## src/rtl/multicycle_datapath.sv

```systemverilog
// Multicycle CPU datapath: PC/IR/MDR/A/B/ALUOut registers, a register file and an 8-op ALU.
// All sequencing comes from the external control FSM; this block has no state machine and never stalls.
module multicycle_datapath #(
    parameter int               WIDTH    = 32,
    parameter int               NREGS    = 32,
    parameter logic [WIDTH-1:0] PC_RESET = '0
) (
    input  logic             clock,
    input  logic             reset,
    input  logic             pc_write,
    input  logic             iord,
    input  logic             mem_wr,
    input  logic             alu_src_a,
    input  logic [1:0]       alu_src_b,
    input  logic [2:0]       alu_op,
    input  logic             ir_write,
    input  logic             reg_write,
    input  logic             reg_dst,
    input  logic             mem_to_reg,
    input  logic [WIDTH-1:0] mem_rdata,
    output logic [WIDTH-1:0] mem_addr,
    output logic [WIDTH-1:0] mem_wdata,
    output logic             mem_we,
    output logic [5:0]       opcode,
    output logic [5:0]       funct,
    output logic [WIDTH-1:0] alu_result,
    output logic             alu_zero,
    output logic             alu_ovf,
    output logic             alu_eq,
    output logic             alu_gt,
    output logic             alu_lt
);

    localparam int IDXW = $clog2(NREGS);
    localparam int MSB  = WIDTH - 1;

    typedef enum logic [2:0] {
        OP_LOAD = 3'd0,
        OP_ADD  = 3'd1,
        OP_SUB  = 3'd2,
        OP_AND  = 3'd3,
        OP_INC  = 3'd4,
        OP_NEG  = 3'd5,
        OP_XOR  = 3'd6,
        OP_COMP = 3'd7
    } alu_op_t;

    logic [WIDTH-1:0] r_pc;
    logic [WIDTH-1:0] r_ir;
    logic [WIDTH-1:0] r_mdr;
    logic [WIDTH-1:0] r_a;
    logic [WIDTH-1:0] r_b;
    logic [WIDTH-1:0] r_aluout;
    logic [WIDTH-1:0] r_rf [NREGS];

    logic [IDXW-1:0]  w_rs;
    logic [IDXW-1:0]  w_rt;
    logic [IDXW-1:0]  w_rd;
    logic [IDXW-1:0]  w_dst;
    logic [WIDTH-1:0] w_wdata;
    logic [WIDTH-1:0] w_sext;
    logic [WIDTH-1:0] w_op_a;
    logic [WIDTH-1:0] w_op_b;
    logic [WIDTH-1:0] w_result;
    logic             w_ovf;

    assign w_rs    = r_ir[25:21];
    assign w_rt    = r_ir[20:16];
    assign w_rd    = r_ir[15:11];
    assign w_dst   = reg_dst ? w_rd : w_rt;
    assign w_wdata = mem_to_reg ? r_mdr : r_aluout;
    assign w_sext  = {{(WIDTH-16){r_ir[15]}}, r_ir[15:0]};

    // Operand muxes
    assign w_op_a = alu_src_a ? r_a : r_pc;

    always_comb begin
        w_op_b = r_b;
        case (alu_src_b)
            2'd0:    w_op_b = r_b;
            2'd1:    w_op_b = WIDTH'(4);
            2'd2:    w_op_b = w_sext;
            default: w_op_b = {w_sext[WIDTH-3:0], 2'b00};
        endcase
    end

    always_comb begin
        w_result = w_op_a;
        w_ovf    = 1'b0;
        case (alu_op_t'(alu_op))
            OP_LOAD: w_result = w_op_a;
            OP_ADD: begin
                w_result = w_op_a + w_op_b;
                w_ovf    = (w_op_a[MSB] == w_op_b[MSB]) && (w_result[MSB] != w_op_a[MSB]);
            end
            OP_SUB: begin
                w_result = w_op_a - w_op_b;
                w_ovf    = (w_op_a[MSB] != w_op_b[MSB]) && (w_result[MSB] != w_op_a[MSB]);
            end
            OP_AND:  w_result = w_op_a & w_op_b;
            OP_INC: begin
                w_result = w_op_a + WIDTH'(1);
                w_ovf    = (w_op_a == {1'b0, {(WIDTH-1){1'b1}}});
            end
            OP_NEG:  w_result = ~w_op_a;
            OP_XOR:  w_result = w_op_a ^ w_op_b;
            OP_COMP: w_result = w_op_a;
            default: w_result = w_op_a;
        endcase
    end

    assign alu_result = w_result;
    assign alu_ovf    = w_ovf;
    assign alu_zero   = (w_result == '0);
    assign alu_eq     = (w_op_a == w_op_b);
    assign alu_gt     = ($signed(w_op_a) > $signed(w_op_b));
    assign alu_lt     = ($signed(w_op_a) < $signed(w_op_b));

    // Entry 0 is never written, so it reads zero without a special read path.
    always_ff @(posedge clock or posedge reset) begin
        if (reset) begin
            for (int i = 0; i < NREGS; i++) begin
                r_rf[i] <= '0;
            end
        end else if (reg_write && (w_dst != '0)) begin
            r_rf[w_dst] <= w_wdata;
        end
    end

    // A/B read the pre-edge file contents, so a same-cycle write is seen one cycle later.
    always_ff @(posedge clock or posedge reset) begin
        if (reset) begin
            r_pc     <= PC_RESET;
            r_ir     <= '0;
            r_mdr    <= '0;
            r_a      <= '0;
            r_b      <= '0;
            r_aluout <= '0;
        end else begin
            r_mdr    <= mem_rdata;
            r_a      <= r_rf[w_rs];
            r_b      <= r_rf[w_rt];
            r_aluout <= w_result;
            if (pc_write) begin
                r_pc <= w_result;
            end
            if (ir_write) begin
                r_ir <= mem_rdata;
            end
        end
    end

    assign mem_addr  = iord ? r_aluout : r_pc;
    assign mem_wdata = r_b;
    assign mem_we    = mem_wr;
    assign opcode    = r_ir[31:26];
    assign funct     = r_ir[5:0];

endmodule
```

## config.mk

```make
export PLATFORM = sky130hd
export DESIGN_NAME = multicycle_datapath
export DESIGN_NICKNAME = d
export VERILOG_FILES = /design/src/rtl/multicycle_datapath.sv
export SDC_FILE = /design/constraint.sdc
export NUM_CORES = 2
export LEC_CHECK = 0
export CAP_MARGIN = 0
export CORE_ASPECT_RATIO = 0.6
export CORE_UTILIZATION = 57
export DETAILED_ROUTE_END_ITERATION = 8
export PLACE_DENSITY_LB_ADDON = 0.25
export SETUP_SLACK_MARGIN = 0.2
export SKIP_LAST_GASP = 1
export SLEW_MARGIN = 15
export SYNTH_ARGS = -nofsm -noshare
export SYNTH_HDL_FRONTEND = slang
export SYNTH_SLANG_ARGS = --single-unit
```

## constraint.sdc

```tcl
create_clock -name clock -period 36.4 [get_ports clock]
set_input_delay 3.64 -clock clock [delete_from_list [all_inputs] [get_ports clock]]
set_output_delay 3.64 -clock clock [all_outputs]
set_load 0.1 [all_outputs]
```

==> results <==
- Port buffering added ~160 buffers.
- Counting flops with a built-in enable in the synthesized netlist gives 0.
- The arrival time at the worst endpoint is 10910 ps.
- In this run, the number of DRC markers left after iteration 0 of detailed routing was 7777.
- The post-route netlist has 21.8% of its cells at a drive strength greater than 1.
- From left edge to right edge, the die measures 441 µm.
- In this run the count of I/O pins placed on the die edge is 161.
- The number of global-route vias before repair is about 49k.
- The cell count after synthesis came out at 5815.
- The clock tree root driver cell is sky130_fd_sc_hd__clkbuf_16.
- Once the floorplan was initialized, standard cells occupied 57.6% of the core.
- The final critical path time including I/O delays and setup is about 15000 ps.
- The library cells used most frequently in the layout, excluding fill and tap cells, are sky130_fd_sc_hd__dfrtp_1, sky130_fd_sc_hd__a21oi_1, sky130_fd_sc_hd__nor2_1.
- Relative to the synthesized area, the layout overhead comes to 9.88%.
- The final critical-path share of the clock period is 40.0%.
- The worst setup path startpoint is alu_src_a.
- The startpoint identified for the worst register-to-register timing path is r_ir[4]$_DFFE_PP0P_.
- In the synthesized netlist the async set-or-reset flop fraction comes to 100%.
- The hold path startpoint is r_rf[1009]$_DFFE_PP0P_.
- The critical path capture point type is a primary output.
- The number of post-CTS setup repair buffers is 0.
- Summing over every cut layer, the via total after detailed routing is between 50k and 60k.
- The number of distinct library cells after synthesis is 95.
- The total routing resource utilization after global routing is 38.8%.
- The number of nets in the synthesized netlist is ~6k.
- The detail route stage leaves a number of antenna-violating nets equal to 0.
- The worst ir drop on vdd is 0.0000667 V.
- The total count of hold-check failures in the final report is 0.
- Across all hold checks on the routed design, the worst slack comes to 398 ps.
- The first-pass GRT wire length is 331 mm.
- The routed design has about 220 mm of wire.
- The detailed-route vias per instance is slightly above 7.
- The multi-input combinational cells in the finished layout cover a total of 33200 µm².
- The per-instance average area after synthesis is 11.3 µm².
- Registers take roughly 30000 µm².
- Measured along the y axis, the die boundary spans 265 µm.
- The TritonCTS clock tree is built.
- The number of antenna violations at the first check in global routing is 9.
- The highest attainable clock frequency is ~69 MHz.
- For this run, the number of Yosys warnings is 0.
- The count of hold-fix buffers inserted at cts is 0.
- The core region is 114000 µm².
- The filler cell count is 8726.
- The non-filler instance count after layout is between 7k and 8k.
- Synthesis inferred 1216 register bits.
- The power density normalized to cell area is 93.7 nW/µm².
- Measured against its own limit, the worst slew margin works out to about an eighth.
- Post-CTS repair changed the size of 0 cells.
- The sequential area share after synthesis is 46.2%.
- STA classifies the critical path startpoint as an input pin.
- The type of the worst min-delay path is flop to flop.
- The netlist area before placement is about 66000 µm².
- The final number of max-transition violations came to 0.
- In the synthesized netlist the dominant register cell turns out to be sky130_fd_sc_hd__dfrtp_1.
- The worst-case clock buffer depth is 3.
- The clock reaches the later pin of the worst-skew pair after 750 ps.
- The floorplan step defined a die boundary enclosing 117000 µm².
- The clock tree synthesis step divided the H-tree into 3 levels.
- The required arrival time at the worst endpoint is 32760 ps.
- The final total negative setup slack is 0 ps.
- The total number of placement rows is 96.
- Detailed placement ended at an HPWL of between 100 and 150 mm.
- The clock arrives with slightly below 20 ps of skew.
- The number of buffers created by CTS is 111.
- The total placed cells including tap cells is between 7k and 8k.
- Setup violations remaining at the end of the flow were counted as 0.
- Summing internal, switching and leakage power gives 6.78 mW.
- Routability-driven placement finished with a final weighted congestion of 1.02.
- The analysis attributes to cell leakage a power of 29.3 nW.
- At the end of the flow the core is filled with cells to between 60 and 70%.
- For the pin with the worst max-slew slack, the measured transition is 1290 ps.
- The total congestion overflow is 0.
- After the last flow step, the layout net total stands at between 5k and 6k.
- The post-route DRC violation count is 0.
- In this run the worst path has a maximum fanout of 57.
- The flow ran to the end, and the final reports show no timing, DRC or antenna violations.
- Clock tree synthesis found a total of 1216 sinks.
- Across the run, the number of max-cap violations was 0.
- Entering global routing, the biggest net connects between 150 and 200 pins.
- The first-pass iteration count of the detailed router is 7.
- Setup repair after global routing left no endpoint under its margin.
- After clock tree synthesis, the clock-pin slew on the worst setup and hold paths is 70 ps.
- After detailed routing, the average wire length per cell comes to 30.9 µm.
- The critical path in this run is classified as input pin to primary output.
- The library cell used most frequently in the layout, excluding fill and tap cells, is sky130_fd_sc_hd__dfrtp_1.
==> power by group <==
| group | internal, mW | switching [mW] |
|---|---|---|
| sequential | 1.99 | 0.568 |
| combinational | 1.29 | 1.68 |
| clock | 0.690 | 0.561 |
| total | 3.97 | 2.81 |
==> cell type report <==
class,count,share of cell area [%]
sequential,1216,42.1
clock buffer,151,4.29
inverter,103,0.539
timing repair buffer,293,3.71
tap,1519,2.62
clock inverter,58,0.964
antenna,3,0.0104
multi-input combinational,3907,45.8
==> metal layers <==
metal  GRT usage, %  up-vias  wire [µm]
met5              0        -         45
met2           50.8     3471      92100
met1           60.2    26200      93400
met4           12.8        6       8040
li1               -    21000          -
met3           13.1      503      30600
==> registers in the layout, indices dropped and copies added (netlist names) <==
register and flops:
r_mdr 32, r_pc 32, r_aluout 32, mem_wdata 32, r_a 32, r_rf 1024
r_ir 32
==> critical path: stages <==
cell,delay [ps]
sky130_fd_sc_hd__buf_4,210
sky130_fd_sc_hd__buf_4,660
sky130_fd_sc_hd__mux2i_1,570
sky130_fd_sc_hd__inv_1,170
sky130_fd_sc_hd__ha_1,520
sky130_fd_sc_hd__nor4_1,570
sky130_fd_sc_hd__nand2_1,210
sky130_fd_sc_hd__a311oi_1,710
sky130_fd_sc_hd__nor3_1,350
sky130_fd_sc_hd__a21oi_1,690
sky130_fd_sc_hd__o221ai_1,230
sky130_fd_sc_hd__a221o_1,480
sky130_fd_sc_hd__nor2_1,170
sky130_fd_sc_hd__nand4_1,230
sky130_fd_sc_hd__nor3_2,230
sky130_fd_sc_hd__clkdlybuf4s50_1,1150
==> cells by family (layout without fill, tap and decap cells) <==
family | count (synthesis) | in the layout | share of synthesized area, %
compound gates | 1455 | 1455 | 12.5
simple gates | 1454 | 1454 | 9.30
flops | 1216 | 1216 | 46.2
mux | 880 | 880 | 25.9
buf+inv | 692 | 605 | 4.11
fa+ha+maj | 67 | 67 | 1.29
xor+xnor | 51 | 51 | 0.678
other cells | 0 | 3 | 0
==> stage by stage <==
step,setup WS (ps),area (µm²)
final,21850,72400
after CTS,22400,72300
after global placement,22550,68500
after detailed placement,22450,68500
after global routing,21700,72400
after floorplan,15960,65900
==> synth_stat cells, types with 49 or more instances <==
library cell               count  share of area (%)
sky130_fd_sc_hd__dfrtp_1    1216                 46
sky130_fd_sc_hd__nor2_1     1115                6.3
sky130_fd_sc_hd__a21oi_1    1103                8.4
sky130_fd_sc_hd__mux4_2      641                 22
sky130_fd_sc_hd__clkbuf_1    474                2.7
sky130_fd_sc_hd__mux2_2      169                2.9
sky130_fd_sc_hd__inv_1       100               0.57
sky130_fd_sc_hd__nand2_1      98               0.56
sky130_fd_sc_hd__buf_1        83               0.47
sky130_fd_sc_hd__mux2i_1      66                1.0
sky130_fd_sc_hd__ha_1         65                1.2
sky130_fd_sc_hd__o21ai_0      61               0.46
sky130_fd_sc_hd__xnor2_1      49               0.65
==> path summary, 6_finish.rpt <==
kind | to | slack [ps] | cells past startpoint
max reg2reg | r_pc[26]$_DFFE_PP0P_ | 31010 | 11
min reg2reg | r_rf[1009]$_DFFE_PP0P_ | 400 | 0
max in group asynchronous | r_ir[25]$_DFFE_PP0P_ | 28430 | 8
min | r_rf[1009]$_DFFE_PP0P_ | 400 | 0
max | alu_zero | 21850 | 16
min in group asynchronous | r_rf[195]$_DFFE_PP0P_ | 3520 | 3
No activity file was read; power rests on OpenSTA's default activity.
